File: config.mk
export PLATFORM = sky130hd
export DESIGN_NAME = mem_access
export DESIGN_NICKNAME = d
export VERILOG_FILES = /design/src/rtl/mem_access.sv
export SDC_FILE = /design/constraint.sdc
export NUM_CORES = 1
export LEC_CHECK = 0
export ABC_AREA = 1
export BUFFER_PORTS_ARGS = -buffer_cell sky130_fd_sc_hd__buf_2
export CORE_AREA = 3 3 159 161
export CTS_CLUSTER_SIZE = 14
export DETAILED_ROUTE_END_ITERATION = 7
export DIE_AREA = 0 0 162 164
export PLACE_DENSITY = 0.65
export SETUP_SLACK_MARGIN = 0.1
export SYNTH_ARGS = -nofsm -noshare
export SYNTH_HDL_FRONTEND = slang
export SYNTH_SLANG_ARGS = --single-unit
File: constraint.sdc
create_clock -name clk -period 3.93 [get_ports clk]
set_input_delay 0.393 -clock clk [delete_from_list [all_inputs] [get_ports clk]]
set_output_delay 0.393 -clock clk [all_outputs]
set_load 0.005 [all_outputs]
File: src/rtl/mem_access.sv
// mem_access: MEM-stage load/store unit driving a single-outstanding request/response bus.
// Loads and stores stall the pipe through REQ/WAIT and present the formatted result in DONE.
module mem_access #(
   parameter int XLEN = 64
) (
   input  logic            clk,
   input  logic            rst,
   input  logic            flush_i,
   input  logic [3:0]      mem_op_i,
   input  logic [XLEN-1:0] alu_result_i,
   input  logic [XLEN-1:0] store_data_i,
   input  logic [4:0]      rd_addr_i,
   output logic [XLEN-1:0] mem_data_o,
   output logic [4:0]      rd_addr_o,
   output logic            stall_o,
   output logic            misalign_o,
   output logic            bus_req_valid_o,
   input  logic            bus_req_ready_i,
   output logic [XLEN-1:0] bus_addr_o,
   output logic            bus_we_o,
   output logic [XLEN-1:0] bus_wdata_o,
   output logic [7:0]      bus_wstrb_o,
   input  logic            bus_resp_valid_i,
   input  logic [XLEN-1:0] bus_rdata_i
);
   typedef enum logic [2:0] {IDLE, REQ, WAIT, DONE, DRAIN} state_t;
   state_t r_state, w_next;
   logic [XLEN-1:0] r_data, w_fmt, w_shift;
   logic w_load, w_store, w_mem, w_sign, w_mis, w_stall, w_cap;
   logic [1:0] w_size;
   logic [2:0] w_off;
   logic [7:0] w_mask;

   assign w_load  = mem_op_i >= 4'd1 && mem_op_i <= 4'd7;
   assign w_store = mem_op_i >= 4'd8 && mem_op_i <= 4'd11;
   assign w_mem   = w_load | w_store;
   assign w_sign  = mem_op_i >= 4'd1 && mem_op_i <= 4'd3;
   // op-1 maps LB..LD to 0..3 and LBU..LWU to 4..6, whose low bits are the same sizes
   assign w_size  = w_store ? mem_op_i[1:0] : 2'(mem_op_i - 4'd1);
   assign w_off   = alu_result_i[2:0];
   assign w_mis   = w_mem & (w_size == 2'd1 ? w_off[0] :
                             w_size == 2'd2 ? |w_off[1:0] :
                             w_size == 2'd3 ? |w_off : 1'b0);
   assign w_mask  = w_size == 2'd0 ? 8'h01 : w_size == 2'd1 ? 8'h03 :
                    w_size == 2'd2 ? 8'h0F : 8'hFF;

   assign rd_addr_o   = rd_addr_i;
   assign misalign_o  = w_mis;
   assign bus_addr_o  = {alu_result_i[XLEN-1:3], 3'b000};
   assign bus_we_o    = w_store;
   assign bus_wdata_o = store_data_i << {w_off, 3'b000};
   assign bus_wstrb_o = w_store ? 8'(w_mask << w_off) : 8'h00;
   assign stall_o     = w_stall & ~rst;

   assign w_shift = bus_rdata_i >> {w_off, 3'b000};
   assign w_fmt   = !w_load ? '0 :
                    w_size == 2'd0 ? {{(XLEN-8){w_sign & w_shift[7]}}, w_shift[7:0]} :
                    w_size == 2'd1 ? {{(XLEN-16){w_sign & w_shift[15]}}, w_shift[15:0]} :
                    w_size == 2'd2 ? {{(XLEN-32){w_sign & w_shift[31]}}, w_shift[31:0]} :
                    w_shift;

   always_comb begin
      w_next          = r_state;
      w_stall         = 1'b0;
      w_cap           = 1'b0;
      bus_req_valid_o = 1'b0;
      mem_data_o      = '0;
      case (r_state)
         IDLE: begin
            w_stall    = w_mem & ~w_mis & ~flush_i;
            mem_data_o = (flush_i | w_mem) ? '0 : alu_result_i;
            w_next     = w_stall ? REQ : IDLE;
         end
         REQ: begin
            w_stall         = 1'b1;
            bus_req_valid_o = 1'b1;
            w_next          = bus_req_ready_i ? (flush_i ? DRAIN : WAIT) : (flush_i ? IDLE : REQ);
         end
         WAIT: begin
            w_stall = 1'b1;
            w_cap   = bus_resp_valid_i & ~flush_i;
            w_next  = bus_resp_valid_i ? (flush_i ? IDLE : DONE) : (flush_i ? DRAIN : WAIT);
         end
         DONE: begin
            mem_data_o = flush_i ? '0 : r_data;
            w_next     = IDLE;
         end
         DRAIN: begin
            w_stall = 1'b1;
            w_next  = bus_resp_valid_i ? IDLE : DRAIN;
         end
         default: w_next = IDLE;
      endcase
   end

   always_ff @(posedge clk or posedge rst) begin
      if (rst) begin
         r_state <= IDLE;
         r_data  <= '0;
      end else begin
         r_state <= w_next;
         if (w_cap) r_data <= w_fmt;
      end
   end
endmodule

==> flow_metrics.tcl, run 1 <==
set metrics [dict create \
    power_density_nw_per_um2 345 \
    path_buf_inv 6 \
    drive_above_1_share_pct 30.0 \
    grt_first_pass_wirelength_microns 53200 \
    first_iter_violations 653 \
    yosys_warnings 0 \
    grt_antenna_before_repair 12 \
    max_freq_mhz 325 \
    timing.final.crit_period_ns 3.07 \
    initial_core_util_pct 33.5 \
    worst_pin_slew_ns 0.982 \
    ys.flop_type "dfrtp_1" \
    switching_share_pct 39.5 \
    maxSlewHeadroom_pct 34.3 \
    required_ns 3.54 \
    cts_tree "done" \
    drc 0 \
    rows 57 \
    gp_congestion 0.939 \
    die_area_sq_um 26600 \
    hold_path.class "in2async" \
    async_reset_ff_share_pct 100 \
    clk_path_buf_depth 2 \
    maxCapViolCount 0 \
    synth_area_leaders "dfrtp_1 21%, nand2_1 15%, nand3_1 9.7%" \
    drt_wl_total_microns 35700 \
    use_met3_pct 5.52 \
    ys_ff_latch 67 \
    clock_latency_ns 0.35 \
    design_area_sq_um 10000 \
    wl_per_cell_microns 18.3 \
    finClkSkew_ns 0.00613 \
    regArea_sq_um 1680 \
    internal-power_uw 2100 \
    clockPowerShare_pct 24.2 \
    grt_overflow_total 0 \
    io_buffers 401 \
    cts-root-buf "clkbuf_16" \
    postCtsSetupBuffers 0 \
    ioPinCount 415 \
    place_ws_ns 0.882 \
    grt_pass1_vias 9198 \
    arrival_ns 2.68 \
    irDropWorstVdd_uv 217 \
    power_frac_seq_pct 30.9 \
    finalHoldViolations 0 \
    grt_max_degree 101 \
    end_kind "primary output" \
    synth_enable_flop_cells 0 \
    h-tree-depth 3 \
    syn2layout_area_growth_pct 24.3 \
    multi_input_area_sq_um 4730 \
    mappedNetlistArea_sq_um 8070 \
    layout_setup_ws_ns 0.856 \
    pwr-share-comb_pct 45.0 \
    numCtsBuffers 9 \
    drv_slew 0 \
    via_per_inst 5.13 \
    yosysTopAreaCellShare_pct 20.8 \
    synth_area_per_cell_sq_um 5.98 \
    gr-usage-all-layers_pct 25.7 \
    status "complete, no violations" \
    crit_path_start_kind "primary input" \
    die_y_microns 164 \
    fillers 2697 \
    p_sw_uw 1370 \
    die_x_microns 162 \
    final_nets 1824 \
    path_clk_slew_ns 0.06 \
    leakage_uw 0.00569 \
    yosysUniqueCellTypes 40 \
    postRouteAntennaNets 0 \
    cp_max_fo 53 \
    finalCritPeriodShare_pct 78.2 \
    ctsHoldBuffers 0 \
    critPathMaxStageDelay_ns 0.43 \
    dr_total_vias 10000 \
    yosysTopAreaCell "dfrtp_1" \
    core_area_sq_um 24100 \
    syn-instance-count 1350 \
    ys_seq_area_share_pct 20.8 \
    rsz0062_at_grt "no" \
    path_delay_family "buffers and inverters" \
    post-dp-hpwl_microns 27600 \
    cts_resized 0 \
    grt_util_met2_pct 44.8 \
    timing.critical_path.mode_cell "inv_1" \
    finalSetupTns_ns 0 \
    cts_sinks 67 \
    crit_type "in2out" \
    use_met1_pct 31.9 \
    place_area_sq_um 9710 \
    dr.pass1.iters 6 \
    worstPathCellList "buf_2, inv_1, ha_1, inv_1, o31ai_1, inv_1, nor2_1, nand3_2, buf_4, o22ai_1, buf_2" \
    finalSetupViolCount 0 \
    critPathSlowestCell "o31ai_1" \
    grt-busiest-layer "met2" \
]
-- path summary, 6_finish.rpt --
check                            start             end  slack (ns)  depth (start not counted)
setup / recovery           mem_op_i[0]  mem_data_o[11]        0.86                         11
hold / removal                     rst      r_data[45]        0.15                          3
setup reg to reg            r_state[0]      r_data[61]        1.51                          6
hold reg to reg             r_data[23]      r_data[23]        0.48                          2
max in group asynchronous          rst      r_data[62]        2.91                          4
min in group clk               flush_i      r_state[1]        0.24                          2
-- cell families (layout without fill, tap and decap cells) --
| logic type | Yosys count | in the layout | share of synthesized area [%] |
|---|---|---|---|
| and+or+nand+nor | 600 | 600 | 31.8 |
| buffers and inverters | 355 | 624 | 20.8 |
| AOI/OAI and AO/OA | 299 | 299 | 22.8 |
| DFF | 67 | 67 | 20.8 |
| muxes | 25 | 25 | 3.10 |
| adders and majority gates | 2 | 2 | 0.310 |
| other | 1 | 12 | 0.0465 |
| xor gates and xnor gates | 1 | 1 | 0.341 |
-- worst min-delay path: cells and delay by family --
family | cells | cell delay [ns]
buf+inv | 3 | 0.55
-- final cells by class --
type | instances | area share [%]
Antenna cell | 9 | 0.225
Clock inverter | 7 | 0.749
Tap cell | 324 | 4.04
Multi-Input combinational cell | 930 | 47.2
Clock buffer | 9 | 2.25
Timing Repair Buffer | 424 | 21.9
Inverter | 184 | 6.94
Sequential cell | 67 | 16.7
-- cells in the mapped netlist (2+ instances only) --
library cell  instances
nand2_1             312
inv_1               178
nand3_1             157
o21ai_0             135
nor2_1               91
buf_4                75
dfrtp_1              67
o22ai_1              66
clkbuf_1             53
o211ai_1             27
buf_2                25
mux2i_1              25
a21oi_1              21
o21bai_2             19
o21bai_1             17
buf_1                14
nand4_1              13
or2_2                10
nor3_1                9
o2111ai_1             4
buf_6                 3
o21ai_1               3
a22oi_1               2
clkinv_1              2
ha_1                  2
inv_2                 2
inv_4                 2
nand2_2               2
nand2_4               2
o31ai_1               2
-- per-layer routing --
metal	vias to the layer above	share of wire, %
met5	-	0.19
met4	8	2.5
met3	55	8.8
met2	476	49
met1	4592	39
li1	4894	-
-- power by group through the flow --
| stage | Sequential (uW) | Combinational [uW] | Clock [uW] |
|---|---|---|---|
| floorplan | 1060 | 1020 | 0 |
| global placement | 1070 | 1540 | 0 |
| detailed placement | 1080 | 1540 | 0 |
| CTS | 1070 | 1560 | 854 |
| global route | 1100 | 1760 | 884 |
| finish | 1070 | 1560 | 838 |
-- cells in the final DEF (no fill, tap or decap), types with 2 or more instances in the layout --
cell type	instances
inv_1	176
o21bai_1	17
o22ai_1	66
o21ai_0	135
dfrtp_1	67
a22oi_1	2
nand2_1	312
buf_2	399
inv_2	4
inv_6	2
or2_2	10
nor3_1	9
nand2_4	2
clkbuf_16	9
diode_2	9
o21bai_2	19
clkinv_4	2
clkinv_1	2
o211ai_1	27
clkinv_2	2
a21oi_1	21
o21ai_1	3
nand2_2	2
conb_1	3
o31ai_1	2
buf_4	24
mux2i_1	25
nor2_1	90
nand4_1	13
o2111ai_1	4
nand3_1	156
inv_4	2
ha_1	2
-- flip-flops by register name (all words and copies together), names as in the netlist --
register and count:
r_data 64, r_state 3
-- metrics by stage --
step           cells  utilization, %  hold WS [ns]  total power (uW)
2_1_floorplan   1352               -         0.449              2080
5_1_grt         1951            41.6         0.189              3750
4_1_cts         1945            41.5         0.165              3490
6_report        1954            41.6         0.151              3460
3_5_place_dp    1929            40.3         0.469              2620
3_3_place_gp    1929            40.3         0.469              2610
No activity file was read; power rests on OpenSTA's default activity.
==> run 2: changes to the inputs <==
CORE_AREA = 3 3 161 163   (was 3 3 159 161)
DIE_AREA = 0 0 164 166   (was 0 0 162 164)
PLACE_DENSITY = 0.64   (was 0.65)
clock period = 3.2 ns   (was 3.93 ns; I/O delays follow)
==> run 2 against run 1 <==
- hold slack improved by 0.011 ns
- largest power group unchanged
- first-iteration DRC count up 43%
- via count increased by 1.1%
==> flow_metrics.tcl, run 2 (same netlist as run 1, synthesis figures left out) <==
set metrics [dict create \
    die_x_microns 164 \
    reg_top3 "r_data: 64 flops, r_state: 3 flops" \
    endpoint "stall_o" \
    finalCritPeriodShare_pct 80.0 \
    timing.rr.start "r_state[0]" \
    h-tree-depth 3 \
    grt_first_pass_wirelength_microns 52200 \
    largest_reg_flops 64 \
    drt_wl_total_microns 34600 \
    regArea_sq_um 1680 \
    dr.pass1.iters 6 \
    clock_latency_ns 0.33 \
    postRouteAntennaNets 0 \
    final_common_cell "buf_2" \
    drv_slew 0 \
    syn2layout_area_growth_pct 25.5 \
    cts_resized 0 \
    die_area_sq_um 27200 \
    dr_total_vias 10100 \
    maxCapViolCount 0 \
    cp_max_fo 41 \
    use_met3_pct 6.91 \
    postCtsSetupBuffers 0 \
    via_per_inst 5.17 \
    multi_input_area_sq_um 4730 \
    use_met1_pct 28.6 \
    fillers 2688 \
    grt_antenna_before_repair 19 \
    initial_core_util_pct 33.0 \
    grt_overflow_total 0 \
    cp-startpoint "alu_result_i[0]" \
    numCtsBuffers 9 \
    irDropWorstVdd_uv 234 \
    required_ns 2.88 \
    grt_util_met2_pct 42.2 \
    maxSlewHeadroom_pct 52.3 \
    end_kind "primary output" \
    first_iter_violations 934 \
    ctsHoldBuffers 0 \
    drc 0 \
    top_register "r_data" \
    gp_congestion 1.02 \
    finalSetupTns_ns 0 \
    arrival_ns 2.24 \
    regToRegEndpoint "r_data[57]" \
    timing.final.crit_period_ns 2.56 \
    hold_path.class "in2async" \
    r2r_cells 5 \
    final_nets 1827 \
    grt_pass1_vias 9341 \
    finClkSkew_ns 0.00995 \
    finalHoldViolations 0 \
    design_power_total_uw 4400 \
    max_freq_mhz 391 \
    cts_sinks 67 \
    drive_above_1_share_pct 30.0 \
    finalSetupViolCount 0 \
    leakage_uw 0.00573 \
    grt_max_degree 68 \
    die_y_microns 166 \
    rows 57 \
    crit_path_start_kind "primary input" \
    cts_tree "done" \
    gr-usage-all-layers_pct 24.1 \
    status "complete, no violations" \
    crit_type "in2out" \
    io_buffers 401 \
    mostFrequentLayoutCells "399 x buf_2, 312 x nand2_1, 176 x inv_1" \
    ioPinCount 415 \
    clk_path_buf_depth 2 \
    grt-busiest-layer "met2" \
    worst_pin_slew_ns 0.715 \
    reg2reg_slack_ns 0.86 \
    rsz0062_at_grt "no" \
    hold_slack_ns 0.162 \
    post-dp-hpwl_microns 27200 \
    core_area_sq_um 24500 \
    cts-root-buf "clkbuf_16" \
    wl_per_cell_microns 17.7 \
    power_density_nw_per_um2 434 \
    path_clk_slew_ns 0.06 \
]
[run 2: changes by cell type in the layout (fill, tap and decap cells not counted), sizes merged]
cell / before / now
bufinv: 1 / 3
buf: 424 / 427
clkbuf: 9 / 11
clkinv: 6 / 2
diode: 9 / 12
[run 2: worst min path at each step]
stage                     from  slack (ns)          to
floorplan              flush_i        0.39  r_state[1]
finish                     rst        0.16  r_data[50]
detailed placement  r_data[17]        0.47  r_data[17]
CTS                        rst        0.16  r_data[50]
global route               rst        0.18  r_data[57]
global placement    r_data[30]        0.47  r_data[30]
[run 2: through the flow]
step	utilization (%)	instance area, sq um	std cells	setup slack (ns)
detailed placement	39.8	9740	1932	0.649
CTS	41.3	10100	1948	0.646
global placement	39.8	9740	1932	0.647
floorplan	-	8070	1352	0.695
global route	41.3	10100	1957	0.460
finish	41.4	10100	1960	0.641
[run 2: worst max-delay path, cell delays in order]
cell,delay (ns)
buf_4,0.19
inv_2,0.43
buf_4,0.46
o21ai_0,0.25
nand2_1,0.13
nand3_1,0.13
a21oi_1,0.16
buf_2,0.14
[run 2: report_power, final]
| group | switching, uW | internal [uW] |
|---|---|---|
| registers | 102 | 1210 |
| logic | 1160 | 764 |
| clock network | 373 | 788 |
| total | 1640 | 2760 |
[run 2: per-layer routing]
metal	vias up	wire length, microns	part of all wire [%]
met4	12	872	2.5
met3	75	3320	9.6
met2	511	16800	48
met5	-	83	0.24
li1	4905	-	-
met1	4632	13600	39
[run 2: layout make-up]
type | count | area share (%)
multi-input combinational | 930 | 46.7
timing repair buffer | 427 | 22.1
sequential | 67 | 16.6
inverter | 184 | 6.87
tap | 324 | 4.01
clock buffer | 11 | 2.40
clock inverter | 5 | 1.06
antenna | 12 | 0.297
